==> config.mk <==
export PLATFORM = sky130hd
export DESIGN_NAME = pc_return_stack
export DESIGN_NICKNAME = d
export VERILOG_FILES = /design/src/rtl/pc_return_stack.sv
export SDC_FILE = /design/constraint.sdc
export NUM_CORES = 1
export LEC_CHECK = 0
export ABC_AREA = 1
export CAP_MARGIN = 20
export CORE_MARGIN = 4
export CORE_UTILIZATION = 45
export CTS_BUF_LIST = sky130_fd_sc_hd__clkbuf_8
export CTS_CLUSTER_SIZE = 30
export DETAILED_ROUTE_END_ITERATION = 6
export HOLD_SLACK_MARGIN = 0.02
export PLACE_DENSITY = 0.75
export SYNTH_ARGS = -nofsm -noshare
export SYNTH_HDL_FRONTEND = slang
export SYNTH_SLANG_ARGS = --single-unit
==> constraint.sdc <==
create_clock -name clock -period 3.2 [get_ports clock]
set_input_delay 0.64 -clock clock [delete_from_list [all_inputs] [get_ports clock]]
set_output_delay 0.64 -clock clock [all_outputs]
set_load 0.1 [all_outputs]
==> src/rtl/pc_return_stack.sv <==
// pc_return_stack: hardware LIFO of program-counter values for call/return and
// context-exchange flows. Popped values are presented registered with a 1-cycle
// valid strobe. Sticky overflow/underflow flags are cleared by clearErr.
// Optional feature macro: RSTACK_WRAP_EN (push while full overwrites the oldest
// entry instead of being dropped).
module pc_return_stack #(
    parameter int unsigned ADDR_W = 12,
    parameter int unsigned DEPTH  = 8
) (
    input  logic              clock,
    input  logic              resetCPU_n,
    input  logic              push,
    input  logic [ADDR_W-1:0] pushAddress,
    input  logic              pop,
    input  logic              clearErr,
    output logic [ADDR_W-1:0] returnAddress,
    output logic              returnValid,
    output logic [ADDR_W-1:0] topAddress,
    output logic              empty,
    output logic              full,
    output logic              overflow,
    output logic              underflow
);

    localparam int unsigned PTR_W   = $clog2(DEPTH);
    localparam int unsigned COUNT_W = PTR_W + 1;

    logic [ADDR_W-1:0]  mem [DEPTH];

    logic [PTR_W-1:0]   top_q, top_d;
    logic [COUNT_W-1:0] count_q, count_d;
    logic [ADDR_W-1:0]  ret_q, ret_d;
    logic               valid_q, valid_d;
    logic               ovf_q, ovf_d;
    logic               udf_q, udf_d;

    logic               mem_we;
    logic [PTR_W-1:0]   mem_widx;
    logic               new_ovf;
    logic               new_udf;

    // Status and lookahead derived from registered state only
    always_comb begin
        empty      = (count_q == '0);
        full       = (count_q == COUNT_W'(DEPTH));
        topAddress = empty ? '0 : mem[top_q];
    end

    // Next-state decode for pointer, count, return register and error flags
    always_comb begin
        top_d    = top_q;
        count_d  = count_q;
        ret_d    = ret_q;
        valid_d  = 1'b0;
        mem_we   = 1'b0;
        mem_widx = top_q + PTR_W'(1);
        new_ovf  = 1'b0;
        new_udf  = 1'b0;

        unique case ({push, pop})
            2'b11: begin
                valid_d = 1'b1;
                if (empty) begin
                    // Bypass: the pushed value is returned straight away
                    ret_d = pushAddress;
                end else begin
                    // Exchange the top entry in place
                    ret_d    = mem[top_q];
                    mem_we   = 1'b1;
                    mem_widx = top_q;
                end
            end
            2'b01: begin
                if (empty) begin
                    new_udf = 1'b1;
                end else begin
                    ret_d   = mem[top_q];
                    valid_d = 1'b1;
                    top_d   = top_q - PTR_W'(1);
                    count_d = count_q - COUNT_W'(1);
                end
            end
            2'b10: begin
                if (!full) begin
                    mem_we  = 1'b1;
                    top_d   = top_q + PTR_W'(1);
                    count_d = count_q + COUNT_W'(1);
                end else begin
                    new_ovf = 1'b1;
`ifdef RSTACK_WRAP_EN
                    // Oldest entry sits at top+1 when full; overwrite it
                    mem_we  = 1'b1;
                    top_d   = top_q + PTR_W'(1);
`endif
                end
            end
            default: ;
        endcase

        // A fresh error in the clearing cycle keeps the flag set
        ovf_d = (ovf_q & ~clearErr) | new_ovf;
        udf_d = (udf_q & ~clearErr) | new_udf;
    end

    // Control state register with asynchronous reset
    always_ff @(posedge clock or negedge resetCPU_n) begin
        if (!resetCPU_n) begin
            top_q   <= '0;
            count_q <= '0;
            ret_q   <= '0;
            valid_q <= 1'b0;
            ovf_q   <= 1'b0;
            udf_q   <= 1'b0;
        end else begin
            top_q   <= top_d;
            count_q <= count_d;
            ret_q   <= ret_d;
            valid_q <= valid_d;
            ovf_q   <= ovf_d;
            udf_q   <= udf_d;
        end
    end

    // Storage array write port; contents are intentionally not reset
    always_ff @(posedge clock) begin
        if (mem_we) begin
            mem[mem_widx] <= pushAddress;
        end
    end

    assign returnAddress = ret_q;
    assign returnValid   = valid_q;
    assign overflow      = ovf_q;
    assign underflow     = udf_q;

endmodule

== After elaboration in Yosys (flattened, before gate mapping) ==
Memories as Yosys holds them, arrays and structs flattened.
Index checks and enable logic that the tools add are counted.
Widths: inputs -> output; s select.

* Register bits after elaboration: 22
* Bits in writable memories: 96
* Bits of input ports: 17
* Output and inout port bits: 29
* Logic and storage cells: 49
* Memories kept: 1

{| class="wikitable"
|+ Memory list
! memory !! words !! bits a word !! rd ports !! clocked after Yosys merged registers in !! write ports !! RTL line !! RTL
|-
| mem || 8 || 12 || 1 || 0 || 1 || 28 || <nowiki>logic [ADDR_W-1:0] mem [DEPTH];</nowiki>
|}

* Add/sub/neg operators: 4
* Equality and inequality tests: 6
* Muxes and demuxes: 22
* Bitwise operators: 5
* Reduce and logical (&&, ||, !) cells: 5

{| class="wikitable"
|+ Operators with widths
! kind !! count
|-
| $mux 12 || 3
|-
| $pmux 12 s2 || 1
|-
| $mux 3 || 4
|-
| $mux 1 || 8
|-
| $mux 4 || 2
|-
| $pmux 4 s2 || 1
|-
| $pmux 3 s2 || 1
|-
| $add 4x1->4 const B || 1
|-
| $eq 2x2->1 const B || 2
|-
| $eq 4x4->1 const B || 1
|-
| $logic_not 4->1 || 1
|-
| $ne 2x2->1 const B || 2
|-
| $pmux 1 s2 || 2
|-
| $reduce_bool 2->1 || 2
|-
| $sub 4x1->4 const B || 1
|-
| $add 3x1->3 const B || 1
|-
| $reduce_and 3->1 || 1
|-
| $sub 3x1->3 const B || 1
|-
| $and 1x1->1 || 2
|-
| $eq 2x1->1 const B || 1
|-
| $or 1x1->1 || 2
|-
| $reduce_and 2->1 || 1
|-
| $not 1->1 || 1
|}

== Logic depth before layout (Yosys ltp) ==
* Depth in word-level cells: 5
* Depth in mapped cells: 10
* Mapped depth without buffers: 10

== Least setup slack after synthesis ==
No wires, ideal clock.

* Path type: reg-to-output
* Start point: reg count_q[0]
* End point: out topAddress[10]
* Data arrival time: 2.343 ns
* Data required time: 2.560 ns
* Path slack: 0.217 ns
* Stages on the path, launching flop included: 6
* Buffers on the path: 1
* Cells stage by stage: dfrtp_1 > nor2_4 > nand3_4 > inv_4 > buf_2 > nor2_1

* Cells in the longest elaborated chain, start to end: 2

{| class="wikitable"
|+ RTL lines
! item !! RTL line !! RTL
|-
| start, declared || 31 || <nowiki>logic [COUNT_W-1:0] count_q, count_d;</nowiki>
|-
| start signal, assigned || 116 || <nowiki>count_q <= count_d;</nowiki>
|-
| $logic_not 4->1 || 44 || <nowiki>empty = (count_q == '0);</nowiki>
|-
| net empty || 19 || <nowiki>output logic empty,</nowiki>
|-
| $mux 12 || 46 || <nowiki>topAddress = empty ? '0 : mem[top_q];</nowiki>
|-
| end, declared || 18 || <nowiki>output logic [ADDR_W-1:0] topAddress,</nowiki>
|}

The timed path passes the listed nets, and every way through them passes these cells.

== Worst setup path in the final report ==
* Start point: reg top_q[0]
* End point: out topAddress[3]

* Cells in the longest elaborated chain, start to end: 2

{| class="wikitable"
|+ RTL lines
! item !! RTL line !! RTL
|-
| start, declared || 30 || <nowiki>logic [PTR_W-1:0] top_q, top_d;</nowiki>
|-
| start signal, assigned || 115 || <nowiki>top_q <= top_d;</nowiki>
|-
| $mem_v2 8x12 || - ||
|-
| $mux 12 || 46 ||
|}

No other way between the ends.

==> qor.txt <==
Post-synthesis mux area share: 0%
Largest family of logic cells by synthesized area: simple AND/OR/NAND/NOR gates
Final setup TNS: 0 ns
Routed wire length: 12600 um
Rows: 40
Final min period: 2.87 ns
Synth area leader: edfxtp_1
Post-Route Utilization: 55.2%
CP max FO: 50
Hold Crit Class: reg2reg
Share of layout cells above drive strength 1: 13.1%
CP Class: reg2out
Vias: 4051
Seq/Total Area, Yosys: 61.9%
Number of buffers created by CTS: 17
Wire per inst: 15.1 um
Hold Buf Count CTS: 0
Layout overhead on the synthesized area: 19.9%
Most instantiated cells after synthesis: 187 x nand2_1, 110 x inv_1, 96 x edfxtp_1
Ys Warns: 0
Gr ovfl total: 0
Slew headroom: 46.7%
CORE AREA: 0.0121 mm2
Die Width: 119 um
Mean area per synthesized cell: 9.26 um2
First DRT Iteration DRCs: 265
Initial antenna violation count: 0
Worst-Margin Slew: 0.798 ns
Register bit count reported by yosys: 118
Worst EP arrival: 2.23 ns
PortBufs: 45
Die area: 0.0142 mm2
Global-route wire length before repair: 20400 um
Mapped Cells: 599
Fin. Hold Viols: 0
Post-synthesis adder-cell area fraction: 1.26%
Syn_nets: 621
Crit start category: register
CTS Root Cell: clkbuf_8
Ys flop type: edfxtp_1
Vias in the first global route: 4018
Dpl hpwl: 8320 um
Post-synthesis compound-gate area fraction: 0.880%
Max-Cap Viols: 0
Remaining DRCs: 0
Post-synthesis xor/xnor area fraction: 1.11%
CTS H-tree lvls: 4
CTS max path bufs: 2
Detail Route Antenna Nets: 0
Period utilization: 89.6%
Most common cell in the netlist: nand2_1
Clk_skew: 0.00610 ns
Pin count of the biggest net entering global routing: 51
Post-CTS sizing: 0
Number of synthesized flops with an enable pin: 96
Initial Utilization: 46.0%
Pre-antenna DRT Iters: 5
Die height: 119 um
Max Fclk: 349 MHz
WP data required: 2.56 ns
Fin nets: 674
Diodes inserted: 0
Status: finished, final reports clean
CTS tree: built
# IOs: 46
# setup viols final: 0
Top cells by area, synth: edfxtp_1 52%, nand2_1 13%, dfrtp_1 9.9%
Synth top area share: 52.0%
Post-CTS Setup Inserts: 0
Cell variety after synth: 24
Final Slew Violations: 0
FILL cells: 1041
Synth Area in Simple Gates: 24.4%
Post-DR vias/cell: 4.86
CTS Sinks: 118
Clk_lat worst skew: 0.44 ns
Gr usage total: 18.7%
FFs w/ async S/R, synth: 18.6%
Clock slew at reported path FFs: 0.08 ns
RSZ-0062 raised after global routing: false
Post-synthesis cell area: 0.00555 mm2
Placer Congestion: 0.842
Worst setup EP type: primary output
==> critical path: stages, from the launching register on <==
cell	delay (ns)
dfrtp_1	0.43
inv_2	0.60
nand2_1	0.12
nand3_1	0.15
nand3_1	0.10
nand2_1	0.10
nor2_1	0.09
buf_12	0.19
==> placed cells by master (no fill, tap or decap), types with 4 or more instances in the layout <==
master           count
edfxtp_1            96
nor2_1              44
inv_1              110
inv_2                4
xor2_1               7
clkdlybuf4s50_1     16
buf_4               31
ha_1                 4
clkbuf_8            17
nand2_1            187
nand3_1             85
dfrtp_1             22
o21ai_0              4
buf_12              12
clkinv_4             6
==> worst paths after layout <==
check	to	slack (ns)	cells past startpoint	start
worst max-delay path	topAddress[3]	0.33	7	top_q[0]
worst min-delay path	returnAddress[10]	0.48	2	returnAddress[10]
worst max register to register	mem[4][9]	0.79	8	top_q[0]
worst min register to register	returnAddress[10]	0.48	2	returnAddress[10]
max in group asynchronous	returnAddress[5]	2.39	2	resetCPU_n
min in group asynchronous	returnAddress[1]	0.56	2	resetCPU_n
==> sequential cells by signal, indices dropped and copies added, names as in the netlist <==
name,count
top_q,3
mem,96
overflow,1
underflow,1
returnValid,1
returnAddress,12
count_q,4
==> through the flow <==
step                hold slack, ns  instances  cell area, um2  setup WS, ns
global placement             0.466        801            6250         0.632
CTS                          0.488        833            6650         0.291
finish                       0.485        833            6650         0.332
floorplan                    0.344        599            5550         0.217
detailed placement           0.469        801            6250         0.596
global route                 0.521        833            6650         0.134
==> kinds of logic (layout without fill, tap and decap cells) <==
| logic type | after synthesis | in the layout |
|---|---|---|
| adder cells (fa/ha/maj) | 5 | 5 |
| flip-flops | 118 | 118 |
| AO/OA/AOI/OAI | 7 | 7 |
| buffers and inverters | 140 | 206 |
| AND/OR/NAND/NOR | 322 | 322 |
| XOR/XNOR | 7 | 7 |
==> area by class of cell <==
class / instances / area [um2] / area share (%)
clock buffers: 17 / 234 / 3.52
clock inverters: 15 / 173 / 2.60
inverters: 115 / 434 / 6.53
multi-input cells: 341 / 1540 / 23.1
flip-flops and latches: 118 / 3430 / 51.6
well taps: 168 / 210 / 3.16
repair buffers: 59 / 633 / 9.52
==> layer usage <==
layer	wire length [um]	vias up	track usage [%]
met5	0	-	0
met1	5180	1872	22.6
met4	284	0	7.75
met2	6220	175	31.5
li1	-	1979	-
met3	888	25	5.27
Power is left out: the tool's default activity adds up to more than one toggle a clock period on the data nets, which glitch-free logic cannot reach.
